**src/rtl/jump_redirect_arb_if.sv**
```systemverilog
// Bus bundle between the execute-unit writeback ports and the fetch redirect path.
// The arbiter uses the slave modport and the driving side uses the master modport.
interface jump_redirect_arb_if #(
  parameter int WAYS    = 2,
  parameter int ADDR_W  = 32,
  parameter int AGE_W   = 2,
  parameter int EPOCH_W = 3
);
  logic [WAYS-1:0]        way_jumpFlag_i;
  logic [WAYS*ADDR_W-1:0] way_jumpAddr_i;
  logic [WAYS*AGE_W-1:0]  way_age_i;
  logic [AGE_W-1:0]       headAge_i;
  logic                   flush_i;
  logic [WAYS-1:0]        way_jumpClear_o;
  logic                   redirect_valid_o;
  logic [ADDR_W-1:0]      redirect_addr_o;
  logic                   redirect_ready_i;
  logic [EPOCH_W-1:0]     epoch_o;

  modport slave (
    input  way_jumpFlag_i, way_jumpAddr_i, way_age_i, headAge_i, flush_i, redirect_ready_i,
    output way_jumpClear_o, redirect_valid_o, redirect_addr_o, epoch_o
  );

  modport master (
    output way_jumpFlag_i, way_jumpAddr_i, way_age_i, headAge_i, flush_i, redirect_ready_i,
    input  way_jumpClear_o, redirect_valid_o, redirect_addr_o, epoch_o
  );
endinterface

```
**src/rtl/jump_redirect_arb.sv**
```systemverilog
// Age-ordered jump redirect arbiter: picks the oldest taken jump across the ways,
// flushes younger wrong-path results and holds the redirect until fetch accepts it.
module jump_redirect_arb #(
  parameter int WAYS    = 2,
  parameter int ADDR_W  = 32,
  parameter int AGE_W   = 2,
  parameter int EPOCH_W = 3
) (
  input  logic               clk,
  input  logic               rst_n,
  jump_redirect_arb_if.slave bus
);
  logic [AGE_W-1:0]  way_age  [WAYS];
  logic [AGE_W-1:0]  way_rel  [WAYS];
  logic [ADDR_W-1:0] way_addr [WAYS];

  logic              cand_valid;
  logic [AGE_W-1:0]  cand_rel;
  logic [AGE_W-1:0]  cand_age;
  logic [ADDR_W-1:0] cand_addr;

  logic               pend_valid_q, pend_valid_d;
  logic [AGE_W-1:0]   pend_age_q, pend_age_d;
  logic [ADDR_W-1:0]  pend_addr_q, pend_addr_d;
  logic [EPOCH_W-1:0] epoch_q, epoch_d;

  logic [AGE_W-1:0] pend_rel;
  logic             cand_load;
  logic             handshake;
  logic             eff_valid;
  logic [AGE_W-1:0] eff_rel;

  // Ages are compared relative to the head so that tag wrap-around orders correctly.
  genvar gi;
  generate
    for (gi = 0; gi < WAYS; gi++) begin : g_way
      assign way_age[gi]  = bus.way_age_i[gi*AGE_W +: AGE_W];
      assign way_addr[gi] = bus.way_jumpAddr_i[gi*ADDR_W +: ADDR_W];
      assign way_rel[gi]  = way_age[gi] - bus.headAge_i;
    end
  endgenerate

  // Strict less-than keeps the lowest way index on equal ages.
  always_comb begin
    cand_valid = 1'b0;
    cand_rel   = '0;
    cand_age   = '0;
    cand_addr  = '0;
    for (int i = 0; i < WAYS; i++) begin
      if (bus.way_jumpFlag_i[i] && (!cand_valid || way_rel[i] < cand_rel)) begin
        cand_valid = 1'b1;
        cand_rel   = way_rel[i];
        cand_age   = way_age[i];
        cand_addr  = way_addr[i];
      end
    end
  end

  assign pend_rel  = pend_age_q - bus.headAge_i;
  assign handshake = pend_valid_q && bus.redirect_ready_i;
  assign cand_load = !bus.flush_i && cand_valid && (!pend_valid_q || cand_rel < pend_rel);
  assign eff_valid = cand_load || pend_valid_q;
  assign eff_rel   = cand_load ? cand_rel : pend_rel;

  always_comb begin
    pend_valid_d = pend_valid_q;
    pend_age_d   = pend_age_q;
    pend_addr_d  = pend_addr_q;
    epoch_d      = epoch_q;
    if (handshake) begin
      epoch_d = epoch_q + EPOCH_W'(1);
    end
    if (bus.flush_i) begin
      pend_valid_d = 1'b0;
    end else if (cand_load) begin
      pend_valid_d = 1'b1;
      pend_age_d   = cand_age;
      pend_addr_d  = cand_addr;
    end else if (handshake) begin
      pend_valid_d = 1'b0;
    end
  end

  always_ff @(posedge clk or negedge rst_n) begin
    if (!rst_n) begin
      pend_valid_q <= 1'b0;
      pend_age_q   <= '0;
      pend_addr_q  <= '0;
      epoch_q      <= '0;
    end else begin
      pend_valid_q <= pend_valid_d;
      pend_age_q   <= pend_age_d;
      pend_addr_q  <= pend_addr_d;
      epoch_q      <= epoch_d;
    end
  end

  // The winning way has rel equal to eff_rel, so it is never cleared.
  generate
    for (gi = 0; gi < WAYS; gi++) begin : g_clear
      assign bus.way_jumpClear_o[gi] = rst_n && (bus.flush_i || (eff_valid && (way_rel[gi] > eff_rel)));
    end
  endgenerate

  assign bus.redirect_valid_o = pend_valid_q;
  assign bus.redirect_addr_o  = pend_addr_q;
  assign bus.epoch_o          = epoch_q;
endmodule
```
**src/flat_wrapper.sv**
```systemverilog
// flat-port wrapper written by rule: the top's interface ports become plain ports
module jump_redirect_arb_flat 
#(
  parameter int WAYS    = 2,
  parameter int ADDR_W  = 32,
  parameter int AGE_W   = 2,
  parameter int EPOCH_W = 3
)
  (clk, rst_n, bus_way_jumpFlag_i, bus_way_jumpAddr_i, bus_way_age_i, bus_headAge_i, bus_flush_i, bus_redirect_ready_i, bus_way_jumpClear_o, bus_redirect_valid_o, bus_redirect_addr_o, bus_epoch_o);
  jump_redirect_arb_if #(.WAYS(WAYS), .ADDR_W(ADDR_W), .AGE_W(AGE_W), .EPOCH_W(EPOCH_W)) bus_i ();
  input  logic clk;
  input  logic rst_n;
  input wire logic [$bits(bus_i.way_jumpFlag_i)-1:0] bus_way_jumpFlag_i;
  input wire logic [$bits(bus_i.way_jumpAddr_i)-1:0] bus_way_jumpAddr_i;
  input wire logic [$bits(bus_i.way_age_i)-1:0] bus_way_age_i;
  input wire logic [$bits(bus_i.headAge_i)-1:0] bus_headAge_i;
  input wire logic [$bits(bus_i.flush_i)-1:0] bus_flush_i;
  input wire logic [$bits(bus_i.redirect_ready_i)-1:0] bus_redirect_ready_i;
  output wire logic [$bits(bus_i.way_jumpClear_o)-1:0] bus_way_jumpClear_o;
  output wire logic [$bits(bus_i.redirect_valid_o)-1:0] bus_redirect_valid_o;
  output wire logic [$bits(bus_i.redirect_addr_o)-1:0] bus_redirect_addr_o;
  output wire logic [$bits(bus_i.epoch_o)-1:0] bus_epoch_o;
  assign bus_i.way_jumpFlag_i = bus_way_jumpFlag_i;
  assign bus_i.way_jumpAddr_i = bus_way_jumpAddr_i;
  assign bus_i.way_age_i = bus_way_age_i;
  assign bus_i.headAge_i = bus_headAge_i;
  assign bus_i.flush_i = bus_flush_i;
  assign bus_i.redirect_ready_i = bus_redirect_ready_i;
  assign bus_way_jumpClear_o = bus_i.way_jumpClear_o;
  assign bus_redirect_valid_o = bus_i.redirect_valid_o;
  assign bus_redirect_addr_o = bus_i.redirect_addr_o;
  assign bus_epoch_o = bus_i.epoch_o;
  jump_redirect_arb #(.WAYS(WAYS), .ADDR_W(ADDR_W), .AGE_W(AGE_W), .EPOCH_W(EPOCH_W)) u_core (.clk(clk), .rst_n(rst_n), .bus(bus_i));
endmodule
```
**config.mk**
```make
export PLATFORM = sky130hd
export DESIGN_NAME = jump_redirect_arb_flat
export DESIGN_NICKNAME = d
export VERILOG_FILES = /design/src/rtl/jump_redirect_arb_if.sv /design/src/rtl/jump_redirect_arb.sv /design/src/flat_wrapper.sv
export SDC_FILE = /design/constraint.sdc
export NUM_CORES = 1
export LEC_CHECK = 0
export CORE_ASPECT_RATIO = 0.8
export CORE_MARGIN = 2
export CORE_UTILIZATION = 47
export CTS_BUF_LIST = sky130_fd_sc_hd__clkbuf_8
export CTS_CLUSTER_DIAMETER = 100
export CTS_CLUSTER_SIZE = 40
export DETAILED_ROUTE_END_ITERATION = 6
export HOLD_SLACK_MARGIN = 0.06
export PLACE_DENSITY = 0.85
export SLEW_MARGIN = 25
export SYNTH_ARGS = -nofsm -noshare
export SYNTH_HDL_FRONTEND = slang
export SYNTH_SLANG_ARGS = --single-unit
export TNS_END_PERCENT = 50
```
**constraint.sdc**
```tcl
create_clock -name clk -period 22 [get_ports clk]
set_input_delay 6.6 -clock clk [delete_from_list [all_inputs] [get_ports clk]]
set_output_delay 6.6 -clock clk [all_outputs]
set_load 0.01 [all_outputs]
```
# Yosys cells after proc, flatten, opt, wreduce, memory -nomap -nowiden
# Cells that the tools add are included.
# totals
in_bits,76
latch_bits,0
ram_bits,0
output_inout_bits,38
regBits,38
n_memories,0
rom_bits,0
# classes
bitwise_logic,1
reduce_logical,18
n_eq_ne,0
shifts,0
order_cmp,4
mul,0
mux,12
div,0
addsub,4
# ops
operator,count
$mux W32,2
$mux W2,5
$logic_and A1 B1 Y1,8
$sub A2 B2 Y2,3
$logic_or A1 B1 Y1,5
$mux W1,5
$gt A2 B2 Y1,2
$lt A2 B2 Y1,2
$add A3 B1 Y3 const B,1
$logic_not A1 Y1,3
$reduce_bool A3 Y1,1
$reduce_and A2 Y1,1
$not A1 Y1,1

# Depth between registers and ports, before layout
# Gate-level depths: netlist of the first run.
# depth
word_depth,14
depth_mapped,22
ltp_nobuf,20

# Least setup slack after synthesis of the first run
# Ideal clock, no wire load.
# synth_path
kind,input to output
start,input bus_way_age_i[0]
end,output bus_way_jumpClear_o[1]
arrival_ns,10.151
slack_ns,5.249
path_stages,20
n_path_buf,2
path_cell_list,inv_1 ha_1 xnor2_1 xnor2_1 and2_1 inv_1 ha_1 a21oi_1 o21ai_1 buf_4 mux2_2 ha_1 or2_2 a21oi_1 a21oi_4 buf_6 mux2i_1 ha_1 a211oi_1 o21a_1
# synth_between
elab_chain_len,14
word_cells_on_any_way,17
# synth_lines
element,line,rtl
start: declaration,flat_wrapper.sv:15,input wire logic [$bits(bus_i.way_age_i)-1:0] bus_way_age_i;
$sub A2 B2 Y2 *,jump_redirect_arb.sv:39,assign way_rel[gi] = way_age[gi] - bus.headAge_i;
$mux W2 *,jump_redirect_arb.sv:50,if (bus.way_jumpFlag_i[i] && (!cand_valid || way_rel[i] < cand_rel)) begin
$lt A2 B2 Y1,jump_redirect_arb.sv:50,
$logic_or A1 B1 Y1,jump_redirect_arb.sv:50,
$logic_and A1 B1 Y1,jump_redirect_arb.sv:50,
$mux W2,jump_redirect_arb.sv:50,
$lt A2 B2 Y1,jump_redirect_arb.sv:61,assign cand_load = !bus.flush_i && cand_valid && (!pend_valid_q || cand_rel < pend_rel);
$logic_or A1 B1 Y1,jump_redirect_arb.sv:61,
$logic_and A1 B1 Y1,jump_redirect_arb.sv:61,
$mux W2,jump_redirect_arb.sv:63,assign eff_rel = cand_load ? cand_rel : pend_rel;
$gt A2 B2 Y1,jump_redirect_arb.sv:101,assign bus.way_jumpClear_o[gi] = rst_n && (bus.flush_i || (eff_valid && (way_rel[gi] > eff_rel)));
$logic_and A1 B1 Y1 *,jump_redirect_arb.sv:101,
$logic_or A1 B1 Y1 *,jump_redirect_arb.sv:101,
$logic_and A1 B1 Y1 *,jump_redirect_arb.sv:101,
end: declaration,flat_wrapper.sv:19,output wire logic [$bits(bus_i.way_jumpClear_o)-1:0] bus_way_jumpClear_o;
# Mark *: on every way between the ends. The rest lies on a longest branch, timed or not.

# Worst setup path in the final report of the first run
# layout_path
start,input bus_way_age_i[0]
end,output bus_way_jumpClear_o[0]
# layout_between
elab_chain_len,14
word_cells_on_any_way,17
# layout_lines
element,line
$sub A2 B2 Y2 *,jump_redirect_arb.sv:39
$mux W2,jump_redirect_arb.sv:50
$lt A2 B2 Y1,jump_redirect_arb.sv:50
$logic_or A1 B1 Y1,jump_redirect_arb.sv:50
$logic_and A1 B1 Y1,jump_redirect_arb.sv:50
$mux W2,jump_redirect_arb.sv:50
$lt A2 B2 Y1,jump_redirect_arb.sv:61
$logic_or A1 B1 Y1,jump_redirect_arb.sv:61
$logic_and A1 B1 Y1,jump_redirect_arb.sv:61
$mux W2,jump_redirect_arb.sv:63
$gt A2 B2 Y1,jump_redirect_arb.sv:101
$logic_and A1 B1 Y1 *,jump_redirect_arb.sv:101
$logic_or A1 B1 Y1 *,jump_redirect_arb.sv:101
$logic_and A1 B1 Y1 *,jump_redirect_arb.sv:101
# Marked as above.

==> impl_metrics.tcl, run 1 <==
set metrics [dict create \
    status "finished clean" \
    clock_insertion_delay_worst_skew_ns 0.30 \
    final.setup_skew_ns 0.00841 \
    grt_start_max_net_pins 41 \
    cts.path.max_buffers 2 \
    cts_buffer_count 5 \
    placement.setup.worst_slack_ns 4.32 \
    grt_overflow 0 \
    critical_path.reg2reg.endpoint "u_core.bus.redirect_addr_o[2]$_DFFE_PN0P_" \
    syn_nets 325 \
    maxSlewViolCount 0 \
    r2r.worst_path.cells 11 \
    hold_buffers 0 \
    cp_data_required_time_ns 15.40 \
    grt_pass1_wl_mm 9.72 \
    fmax_ghz 0.0565 \
    worstPathMaxFanout 3 \
    fill_cells 377 \
    postcts_setup_bufs 0 \
    synth_ff_type "dfrtp_1" \
    antenna_cells_inserted 0 \
    synthesis.instances 239 \
    peakVddDrop_v 0.0000864 \
    critPathBufInv 4 \
    synth.ff_latch_count 38 \
    drive_above_1_share_pct 14.5 \
    hold_violations 0 \
    final_critical_path_setup_slack_ns 4.30 \
    worst_setup_path_startpoint "bus_way_age_i[0]" \
    hold-path-endpoint "u_core.bus.epoch_o[2]$_DFFE_PN0P_" \
    viasPerCell 4.80 \
    worstMarginPinSlew_ns 0.858 \
    drt.antenna.violating_nets 0 \
    fp.dieArea_sq_mm 0.00599 \
    dpl.hpwl_mm 4.42 \
    mapped_area_sq_mm 0.00253 \
    ctsRootBufferMaster "clkbuf_8" \
    layout_commonest_cell "clkdlybuf4s50_1" \
    timing.critical_path.max_delay_family "buffers and inverters" \
    synth_edf_count 0 \
    number_of_global_route_vias_before_repair 2029 \
    timing.max_slew.rel_slack_pct 42.8 \
    floorplan.die.height_um 69.6 \
    postSynth.asyncResetShare_pct 100 \
    worstPathCellList "clkdlybuf4s50_1 > inv_1 > ha_1 > xnor2_1 > xnor2_1 > and2_1 > inv_1 > ha_1 > a21oi_1 > o21ai_4 > mux2_2 > ha_1 > or2_2 > a21oi_1 > a21oi_4 > mux2i_1 > ha_1 > a211oi_1 > o21a_1 > clkdlybuf4s50_1" \
    rr_startpoint "u_core.pend_age_q[0]$_DFFE_PN0P_" \
    avgRoutedWirePerCell_um 14.4 \
    grt_setup_unrepaired "no" \
    max_cap_viol_count 0 \
    postRouteWirelength_mm 5.96 \
    placement_rows 23 \
    synth-warning-count 0 \
    leakage_power_summed_over_all_cells_uw 0.00196 \
    total_iterations_of_the_first_detailed_routing_run 4 \
    pwr_per_cell_area_mw_per_mm2 108 \
    worst_path_arrival_ns 11.10 \
    min_from "u_core.bus.epoch_o[2]$_DFFE_PN0P_" \
    grt_usage_pct 20.7 \
    nets 437 \
    clk_pin_slew_ns 0.07 \
    worstSetupStartpointType "primary input" \
    cts_htree_levels 2 \
    yosys.cell_types.count 27 \
    cts_tree "built" \
    period_needed_ns 17.70 \
    critical-path-top-cell-by-count "ha_1" \
    setup_violations 0 \
    worstHoldPathCells 1 \
    layout_common_cells "clkdlybuf4s50_1 (112), inv_1 (43), dfrtp_1 (38)" \
    detail_route.drc_violations 0 \
    synthToLayoutAreaGrowth_pct 51.5 \
    ys_seq_area_share_pct 37.6 \
    end_kind "output port" \
    top_level_ports 114 \
    floorplan.core_area_sq_mm 0.00509 \
    clk_sink_count 38 \
    tns_ns 0 \
    critPathMaxStageDelay_ns 0.54 \
    port-buffer-count 113 \
    die_w_um 86.0 \
    post-route-period-util_pct 80.5 \
    drt_first_iter_violations 41 \
    ff_to_ff_setup_slack_ns 19.26 \
    initial_antenna_violation_count 0 \
    dr_total_vias 1986 \
    hold_class "register to register" \
    final_replace_weighted_congestion 0.791 \
    worst_path_max_delay_cell "clkdlybuf4s50_1" \
    initial_core_util_pct 49.6 \
    critPathKind "primary input to output port" \
    synth_area_per_cell_sq_um 10.6 \
    final_util_pct 75.2 \
    post_cts.resized_instances 0 \
]
synthesized netlist by cell type, types with 2 or more instances:
master / instances / area (sq um)
inv_1: 43 / 161
dfrtp_1: 38 / 951
mux2i_1: 36 / 360
nand2_1: 35 / 131
mux2_4: 27 / 405
ha_1: 10 / 125
mux2_2: 9 / 101
xnor2_1: 8 / 70.1
a21oi_1: 4 / 20.0
buf_4: 3 / 22.5
buf_6: 3 / 33.8
clkbuf_1: 3 / 11.3
a211oi_1: 2 / 15.0
buf_2: 2 / 10.0
nand2b_1: 2 / 12.5
o21a_1: 2 / 15.0
o21ai_0: 2 / 10.0
cells by family (layout without fill, tap and decap cells):
group                      Yosys count  count (layout)  share of synthesized area, %
and+or+nand+nor                     42              42                          6.83
DFF                                 38              38                          37.6
xor gates and xnor gates             8               8                          2.77
muxes                               72              72                          34.3
AOI/OAI and AO/OA                   15              15                          4.11
buffers and inverters               54             167                          9.45
adders and majority gates           10              10                          4.95
how the worst max path moves through the flow:
| stage | to | slack [ns] | cells after the start |
|---|---|---|---|
| after global routing | bus_way_jumpClear_o[0] | 4.01 | 20 |
| after CTS | bus_way_jumpClear_o[0] | 4.30 | 19 |
| final | bus_way_jumpClear_o[0] | 4.30 | 20 |
| after floorplan | bus_way_jumpClear_o[1] | 5.25 | 20 |
| after global placement | bus_way_jumpClear_o[0] | 4.44 | 20 |
| after detailed placement | bus_way_jumpClear_o[0] | 4.32 | 20 |
routing by layer:
layer | vias up | track usage [%] | part of all wire (%)
met5 | - | 0 | 0
met4 | 0 | 5.64 | 0.99
met3 | 7 | 6.79 | 9.1
met2 | 84 | 35.4 | 47
met1 | 899 | 24.8 | 43
li1 | 996 | - | -
where the power goes:
part	switching [uW]	total (uW)	internal, uW
Clock	25.1	73.5	48.4
Sequential	20.3	123	102
Combinational	82.9	218	135
Total	128	415	286
stage by stage:
step | cell area [sq um] | hold slack, ns | power, uW | std cells
global placement | 3690 | 0.480 | 336 | 406
detailed placement | 3690 | 0.474 | 343 | 406
floorplan | 2530 | 0.481 | 246 | 239
CTS | 3830 | 0.492 | 419 | 414
finish | 3830 | 0.490 | 415 | 414
global route | 3830 | 0.517 | 441 | 414
state kept, by name, summed over array words and instances, names as in the netlist:
signal                       flops
u_core.pend_age_q                2
u_core.bus.epoch_o               3
u_core.bus.redirect_addr_o      32
u_core.bus.redirect_valid_o      1
layout make-up:
class                           count  area [sq um]  area share [%]
Multi-Input combinational cell    147          1350            35.2
Timing Repair Buffer              116          1150            30.0
Sequential cell                    38           951            24.8
Inverter                           43           161            4.21
Clock buffer                        6          82.6            2.16
Tap cell                           62          77.6            2.02
Clock inverter                      2          60.1            1.57
(Power assumes the default switching activity.)
==> run 2, diff against run 1 <==
--- a/config.mk
+++ b/config.mk
@@ -7,13 +7,13 @@
 export LEC_CHECK = 0
 export CORE_ASPECT_RATIO = 0.8
 export CORE_MARGIN = 2
-export CORE_UTILIZATION = 47
+export CORE_UTILIZATION = 43
 export CTS_BUF_LIST = sky130_fd_sc_hd__clkbuf_8
 export CTS_CLUSTER_DIAMETER = 100
 export CTS_CLUSTER_SIZE = 40
 export DETAILED_ROUTE_END_ITERATION = 6
 export HOLD_SLACK_MARGIN = 0.06
-export PLACE_DENSITY = 0.85
+export PLACE_DENSITY = 0.78
 export SLEW_MARGIN = 25
 export SYNTH_ARGS = -nofsm -noshare
 export SYNTH_HDL_FRONTEND = slang
==> constraint.sdc (replaced) <==
create_clock -name clk -period 16.5 [get_ports clk]
set_input_delay 4.95 -clock clk [delete_from_list [all_inputs] [get_ports clk]]
set_output_delay 4.95 -clock clk [all_outputs]
set_load 0.01 [all_outputs]
==> run 2 against run 1 <==
Compared with the run above: first-iteration DRC count fell by 37%; global-route usage is 0.74 points lower; largest power group unchanged; non-clock buffer count unchanged; largest cell class unchanged.
==> impl_metrics.tcl, run 2 (synthesis gave the netlist of run 1 again) <==
set metrics [dict create \
    cell_internal_power_uw 351 \
    floorplan.die.height_um 72.6 \
    tns_ns 0 \
    max_cap_viol_count 0 \
    rr_startpoint "u_core.pend_age_q[0]$_DFFE_PN0P_" \
    grt_overflow 0 \
    critPathKind "primary input to output port" \
    min_from "u_core.bus.epoch_o[2]$_DFFE_PN0P_" \
    drt_first_iter_violations 26 \
    drt.antenna.violating_nets 0 \
    initial_antenna_violation_count 0 \
    final_replace_weighted_congestion 0.786 \
    worst_path_max_delay_cell "clkdlybuf4s50_1" \
    ctsRootBufferMaster "clkbuf_8" \
    top_level_ports 114 \
    worstPathMaxFanout 3 \
    power.share.sequential_pct 31.3 \
    power_switching_share_pct 32.4 \
    grt_usage_pct 20.0 \
    worstMarginPinSlew_ns 0.868 \
    dr_total_vias 2033 \
    placement_rows 24 \
    port-buffer-count 113 \
    nets 437 \
    postRouteWirelength_mm 6.10 \
    end_kind "output port" \
    leakage_power_summed_over_all_cells_uw 0.00194 \
    dpl.hpwl_mm 4.57 \
    die_w_um 89.7 \
    post_cts.resized_instances 0 \
    cts_htree_levels 2 \
    total_iterations_of_the_first_detailed_routing_run 4 \
    postcts_setup_bufs 0 \
    post-route-period-util_pct 87.4 \
    detail_route.drc_violations 0 \
    grt_setup_unrepaired "no" \
    cts_buffer_count 5 \
    final.setup_skew_ns 0.00570 \
    synthToLayoutAreaGrowth_pct 50.4 \
    clockPowerShare_pct 12.6 \
    critPathMaxStageDelay_ns 0.53 \
    final_critical_path_setup_slack_ns 2.08 \
    setup_violations 0 \
    floorplan.core_area_sq_mm 0.00556 \
    timing.max_slew.rel_slack_pct 42.2 \
    initial_core_util_pct 45.5 \
    status "finished clean" \
    number_of_global_route_vias_before_repair 2192 \
    cts_tree "built" \
    cts.path.max_buffers 2 \
    layout_commonest_cell "clkdlybuf4s50_1" \
    clock_insertion_delay_worst_skew_ns 0.28 \
    maxSlewViolCount 0 \
    viasPerCell 4.73 \
    hold_buffers 0 \
    combPwrFrac_pct 56.1 \
    power_uw 519 \
    hold_class "register to register" \
    final_util_pct 68.5 \
    pwr_per_cell_area_mw_per_mm2 137 \
    net-switching-power_uw 169 \
    critical-path-top-cell-by-count "ha_1" \
    fill_cells 435 \
    cp_data_required_time_ns 11.55 \
    peakVddDrop_v 0.0000715 \
    worst_path_arrival_ns 9.47 \
    worstSetupStartpointType "primary input" \
    clk_pin_slew_ns 0.07 \
    avgRoutedWirePerCell_um 14.2 \
    placement.setup.worst_slack_ns 2.09 \
    antenna_cells_inserted 0 \
    clk_sink_count 38 \
    hold_violations 0 \
    fmax_ghz 0.0694 \
    max_ffs_per_register 32 \
    grt_start_max_net_pins 41 \
    layout_common_cells "clkdlybuf4s50_1 (112), inv_1 (43), dfrtp_1 (38)" \
    drive_above_1_share_pct 14.5 \
    fp.dieArea_sq_mm 0.00651 \
    period_needed_ns 14.42 \
    worstPathCellList "clkdlybuf4s50_1 > inv_1 > ha_1 > xnor2_1 > xnor2_1 > and2_1 > inv_1 > ha_1 > a21oi_1 > o21ai_4 > mux2_2 > ha_1 > or2_2 > a21oi_1 > a21oi_4 > mux2i_1 > ha_1 > a211oi_1 > o21a_1 > clkdlybuf4s50_1" \
    grt_pass1_wl_mm 10.5 \
    worst_setup_path_startpoint "bus_way_age_i[0]" \
]
## run 2: changes by cell type in the layout (fill, tap and decap cells not counted)
cell and change:
bufinv_16 -2, clkinv_2 +1, clkinvlp_4 +1
## run 2: metrics by stage
step	cells	hold slack (ns)	cell area, sq um
floorplan	239	0.481	2530
global placement	422	0.464	3710
detailed placement	422	0.470	3710
CTS	430	0.484	3800
global route	430	0.498	3800
finish	430	0.480	3800
## run 2: power by group through the flow
stage / clock (uW) / sequential, uW / combinational, uW
CTS: 68.9 / 163 / 296
global placement: 0 / 162 / 287
detailed placement: 0 / 163 / 294
global route: 72.4 / 168 / 314
floorplan: 0 / 181 / 147
finish: 65.6 / 163 / 291
## run 2: layer usage
| layer | wire, um | GRT usage, % | vias to the layer above |
|---|---|---|---|
| li1 | - | - | 997 |
| met1 | 2780 | 26.2 | 955 |
| met2 | 2850 | 34.3 | 77 |
| met3 | 443 | 5.58 | 4 |
| met4 | 24 | 3.08 | 0 |
| met5 | 0 | 0 | - |
## run 2: cell type report
class	instances	area, sq um	area share [%]
clock buffer	6	82.6	2.17
tap	78	97.6	2.57
inverter	43	161	4.24
timing repair buffer	116	1150	30.2
clock inverter	2	12.5	0.329
sequential	38	951	25.0
multi-input combinational	147	1350	35.5
## run 2: path summary, 6_finish.rpt
path	slack (ns)	cells after the start	to
setup reg to reg	13.80	11	u_core.bus.redirect_addr_o[2]$_DFFE_PN0P_
setup / recovery	2.08	20	bus_way_jumpClear_o[0]
max in group asynchronous	11.17	1	u_core.bus.redirect_addr_o[10]$_DFFE_PN0P_
hold reg to reg	0.48	1	u_core.bus.epoch_o[2]$_DFFE_PN0P_
hold / removal	0.48	1	u_core.bus.epoch_o[2]$_DFFE_PN0P_
min in group asynchronous	4.77	1	u_core.bus.redirect_addr_o[5]$_DFFE_PN0P_
## run 2: critical path, delay by kind of cell
family,cells,cell delay [ns]
AO/OA/AOI/OAI,6,0.93
XOR/XNOR,2,0.34
adder cells (fa/ha/maj),4,1.04
buffers and inverters,4,1.12
multiplexers,2,0.61
AND/OR/NAND/NOR,2,0.47
==> run 3, diff against run 2 <==
--- a/config.mk
+++ b/config.mk
@@ -14,6 +14,7 @@
 export DETAILED_ROUTE_END_ITERATION = 6
 export HOLD_SLACK_MARGIN = 0.06
 export PLACE_DENSITY = 0.78
+export RECOVER_POWER = 100
 export SLEW_MARGIN = 25
 export SYNTH_ARGS = -nofsm -noshare
 export SYNTH_HDL_FRONTEND = slang
==> run 3 against run 2 <==
Compared with the run above: the run now ends with capacitance limit, slew limit left; clock skew barely moved; sequential power is 2% lower; cell area fell by 3.3%; worst setup slack got worse by 0.21 ns; combinational power is 18% lower; clock power about the same; worst hold slack got worse by 0.0058 ns; critical path type unchanged.
==> impl_metrics.tcl, run 3 (synthesis gave the netlist of run 1 again) <==
set metrics [dict create \
    worstPathCellList "dlygate4sd3_1 > inv_1 > ha_1 > xnor2_1 > xnor2_1 > and2_0 > inv_1 > ha_1 > a21oi_1 > o21ai_0 > mux2_1 > ha_1 > or2_2 > a21oi_1 > a21oi_1 > mux2i_1 > ha_1 > a211oi_1 > o21a_1 > dlygate4sd3_1" \
    die_w_um 89.7 \
    final_replace_weighted_congestion 0.786 \
    ff_to_ff_setup_slack_ns 12.78 \
    max_cap_viol_count 2 \
    placement_rows 24 \
    initial_core_util_pct 45.5 \
    hold_slack_ns 0.474 \
    cts_htree_levels 2 \
    floorplan.die.height_um 72.6 \
    leakage_power_summed_over_all_cells_uw 0.00188 \
    detail_route.wirelength.met1_mm 2.71 \
    hold_violations 0 \
    detail_route.drc_violations 0 \
    layout_common_cells "clkdlybuf4s50_1 (72), inv_1 (43), dlygate4sd3_1 (40)" \
    drt_first_iter_violations 33 \
    timing.max_slew.rel_slack_pct -39.4 \
    avgRoutedWirePerCell_um 13.9 \
    hold_class "register to register" \
    top_level_ports 114 \
    grt_pass1_wl_mm 10.5 \
    port-buffer-count 113 \
    period_needed_ns 14.63 \
    status "finished with violations" \
    worst_path_arrival_ns 9.68 \
    clk_sink_count 38 \
    cp_data_required_time_ns 11.55 \
    cts_tree "built" \
    final.setup_skew_ns 0.00606 \
    critical-path-top-cell-by-count "ha_1" \
    grt_usage_pct 20.0 \
    fmax_ghz 0.0684 \
    post-route-period-util_pct 88.7 \
    grt_start_max_net_pins 41 \
    pwr_per_cell_area_mw_per_mm2 126 \
    maxSlewViolCount 77 \
    worstSetupStartpointType "primary input" \
    grt_setup_unrepaired "no" \
    drive_above_1_share_pct 5.68 \
    violations_in_the_final_reports "capacitance limit, slew limit" \
    worstPathMaxFanout 3 \
    floorplan.core_area_sq_mm 0.00556 \
    finish.cell_count_without_fillers 430 \
    setup_violations 0 \
    dr_total_vias 2007 \
    clock_insertion_delay_worst_skew_ns 0.28 \
    worstMarginPinSlew_ns 2.09 \
    fp.dieArea_sq_mm 0.00651 \
    layout_commonest_cell "clkdlybuf4s50_1" \
    worst_path_max_delay_cell "dlygate4sd3_1" \
    wl_met3_um 416 \
    end_kind "output port" \
    clk_pin_slew_ns 0.07 \
    synthToLayoutAreaGrowth_pct 45.5 \
    hold_buffers 0 \
    total_iterations_of_the_first_detailed_routing_run 3 \
    ctsRootBufferMaster "clkbuf_8" \
    final_util_pct 66.2 \
    nets 437 \
    post_cts.resized_instances 0 \
    dpl.hpwl_mm 4.57 \
    initial_antenna_violation_count 0 \
    routed.top_layer "met4" \
    routed-wl-met2_mm 2.83 \
    viasPerCell 4.67 \
    post-place-cells 422 \
    antenna_cells_inserted 0 \
    tns_ns 0 \
    max_ffs_per_register 32 \
    postcts_setup_bufs 0 \
    drt.antenna.violating_nets 0 \
    grt_overflow 0 \
    number_of_global_route_vias_before_repair 2192 \
    postRouteWirelength_mm 5.98 \
    cts_buffer_count 5 \
    critPathMaxStageDelay_ns 0.61 \
    critPathKind "primary input to output port" \
    peakVddDrop_v 0.0000647 \
    cts.path.max_buffers 2 \
]
run 3: cell types whose count changed in the layout (fill, tap and decap cells not counted), sizes merged:
cell           delta
clkdlybuf4s50    -40
dlygate4sd3      +40
buf               -2
clkbuf            +2
run 3: cell type report:
cell class | instances | area, sq um
Fill cell | 469 | 1880
Multi-Input combinational cell | 147 | 1230
Timing Repair Buffer | 116 | 1140
Sequential cell | 38 | 951
Inverter | 43 | 161
Tap cell | 78 | 97.6
Clock buffer | 6 | 82.6
Clock inverter | 2 | 12.5
run 3: path summary, 6_finish.rpt:
path / end / start / depth (start not counted)
setup / recovery: bus_way_jumpClear_o[0] / bus_way_age_i[0] / 20
hold / removal: u_core.bus.epoch_o[2]$_DFFE_PN0P_ / u_core.bus.epoch_o[2]$_DFFE_PN0P_ / 1
setup reg to reg: u_core.bus.redirect_addr_o[12]$_DFFE_PN0P_ / u_core.pend_age_q[0]$_DFFE_PN0P_ / 11
hold reg to reg: u_core.bus.epoch_o[2]$_DFFE_PN0P_ / u_core.bus.epoch_o[2]$_DFFE_PN0P_ / 1
max in group asynchronous: u_core.bus.redirect_addr_o[10]$_DFFE_PN0P_ / rst_n / 1
min in group asynchronous: u_core.bus.redirect_addr_o[5]$_DFFE_PN0P_ / rst_n / 1
run 3: through the flow:
step / cell area, sq um / setup slack, ns / total power [uW]
2_1_floorplan: 2530 / 3.05 / 328
3_3_place_gp: 3710 / 2.24 / 449
3_5_place_dp: 3710 / 2.09 / 457
4_1_cts: 3800 / 2.07 / 527
5_1_grt: 3680 / 1.53 / 499
6_report: 3680 / 1.87 / 464
run 3: report_power, final:
| part | total, uW | switching [uW] | leakage [uW] | internal (uW) |
|---|---|---|---|---|
| combinational | 239 | 103 | 0.00136 | 136 |
| clock | 65.6 | 32.0 | 0.0000472 | 33.6 |
| sequential | 159 | 22.8 | 0.000472 | 136 |
| total | 464 | 158 | 0.00188 | 306 |
run 3: critical path: cells and delay by family:
kind	cells	cell delay, ns
fa+ha+maj	4	1.05
buf+inv	4	1.28
compound gates	6	0.93
simple gates	2	0.48
xor+xnor	2	0.34
mux	2	0.65
run 3: routing by layer:
layer	track usage [%]	vias to the layer above
met5	0	-
met4	3.08	0
met3	5.58	4
met1	26.2	930
li1	-	996
met2	34.3	77
==> edit (settings of run 2) <==
`WAYS` is set to 2 in 3 places; all go to 1.
--- a/src/rtl/jump_redirect_arb_if.sv
+++ b/src/rtl/jump_redirect_arb_if.sv
@@ -1,7 +1,7 @@
 // Bus bundle between the execute-unit writeback ports and the fetch redirect path.
 // The arbiter uses the slave modport and the driving side uses the master modport.
 interface jump_redirect_arb_if #(
-  parameter int WAYS    = 2,
+  parameter int WAYS    = 1,
   parameter int ADDR_W  = 32,
   parameter int AGE_W   = 2,
   parameter int EPOCH_W = 3
--- a/src/rtl/jump_redirect_arb.sv
+++ b/src/rtl/jump_redirect_arb.sv
@@ -1,7 +1,7 @@
 // Age-ordered jump redirect arbiter: picks the oldest taken jump across the ways,
 // flushes younger wrong-path results and holds the redirect until fetch accepts it.
 module jump_redirect_arb #(
-  parameter int WAYS    = 2,
+  parameter int WAYS    = 1,
   parameter int ADDR_W  = 32,
   parameter int AGE_W   = 2,
   parameter int EPOCH_W = 3
--- a/src/flat_wrapper.sv
+++ b/src/flat_wrapper.sv
@@ -1,7 +1,7 @@
 // flat-port wrapper written by rule: the top's interface ports become plain ports
 module jump_redirect_arb_flat 
 #(
-  parameter int WAYS    = 2,
+  parameter int WAYS    = 1,
   parameter int ADDR_W  = 32,
   parameter int AGE_W   = 2,
   parameter int EPOCH_W = 3
Interface: changed (resized bus_way_age_i, bus_way_jumpAddr_i, bus_way_jumpClear_o and bus_way_jumpFlag_i); port bits go from 114 to 78. No check against the original RTL was run, so the function may have changed too.
==> edit against run 2 <==
Sequential cell count unchanged. Via count decreased by 43%. Die area decreased by 34%. Worst setup slack improved by 750 ps. Cell count decreased by 46%. Area after synthesis decreased by 35%. Total power decreased by 34%. Synthesized cell count decreased by 55%. Sequential share of layout area increased by 12 points. Combinational power decreased by 55%. Final area decreased by 33%. Routed wire length decreased by 43%. Non-clock buffer count decreased by 38. Highest routed layer unchanged.
==> edit: results (changes against run 2) <==
{
  "status": {"value": "complete, no violations", "change": "unchanged"},
  "synth.cells.most_frequent": {"value": "sky130_fd_sc_hd__dfrtp_1, sky130_fd_sc_hd__mux2_2, sky130_fd_sc_hd__ha_1, sky130_fd_sc_hd__xnor2_1", "change": "was sky130_fd_sc_hd__inv_1, sky130_fd_sc_hd__dfrtp_1, sky130_fd_sc_hd__mux2i_1"},
  "crit_end": {"value": "bus_way_jumpClear_o", "change": "was bus_way_jumpClear_o[0]"},
  "n_all_inverters": {"value": 4, "change": "was 43"},
  "layout-area-overhead-vs-synth": {"value": 56.5, "unit": "%", "change": "was 50.4%"},
  "track_usage": {"value": 0.177, "change": "was 0.200"},
  "drive_above_1_share": {"value": 0.232, "change": "was 0.145"},
  "avgSynthCellArea": {"value": 15.3, "unit": "um^2", "change": "was 10.6 um^2"},
  "n_multi_input_combinational_cell": {"value": 62, "change": "was 147"},
  "setup.reg_to_reg.worst_slack": {"value": 13860, "unit": "ps", "change": "was 13800 ps"},
  "static-leakage-power": {"value": 1.09, "unit": "nW", "change": "was 1.94 nW"},
  "nonClockBufferCount": {"value": 78, "change": "was 116"},
  "met2_wirelength": {"value": 1.65, "unit": "mm", "change": "was 2.85 mm"},
  "pwr.group.sequential": {"value": 0.136, "unit": "mW", "change": "was 0.163 mW"},
  "die_w": {"value": 72.9, "unit": "um", "change": "was 89.7 um"},
  "vias_per_cell": {"value": 4.93, "change": "was 4.73"},
  "multi_input_comb_area": {"value": 634, "unit": "um^2", "change": "was 1350 um^2"},
  "preCtsSetupSlack": {"value": 2790, "unit": "ps", "change": "was 2090 ps"},
  "fillerInstances": {"value": 261, "change": "was 435"},
  "grt_util_met2": {"value": 0.292, "change": "was 0.343"},
  "finalWeightedCongestion": {"value": 0.711, "change": "was 0.786"},
  "yosysSeqAreaShare": {"value": 0.582, "change": "was 0.376"},
  "combPwrFrac": {"value": 0.382, "change": "was 0.561"},
  "grt_pass1_wl": {"value": 5.58, "unit": "mm", "change": "was 10.5 mm"},
  "timing.critical_path.slowest_stage_cell": {"value": "sky130_fd_sc_hd__o2111ai_4", "change": "was sky130_fd_sc_hd__clkdlybuf4s50_1"},
  "use_met3": {"value": 0.107, "change": "was 0.0558"}
}
-- edit: changes by cell type after synthesis, sizes merged, moves of 2 or more --
cell           run 2  this run
mux2              36        34
xnor2              8         6
nand2b             2         0
nand2             35         4
buf                8         3
o21ai              3         1
mux2i             36         3
clkbuf             3         0
a21oi              5         0
o21a               2         0
inv               43         4
ha                10         6
a211oi             2         0
-- edit: cells by family (layout without fill, tap and decap cells) --
logic type / Yosys count / count (layout) / share of synthesized area
and+or+nand+nor: 9 / 9 / 0.0283
DFF: 38 / 38 / 0.582
muxes: 37 / 37 / 0.253
buffers and inverters: 7 / 90 / 0.0299
adders and majority gates: 6 / 6 / 0.0459
AOI/OAI and AO/OA: 4 / 4 / 0.0291
xor gates and xnor gates: 6 / 6 / 0.0322
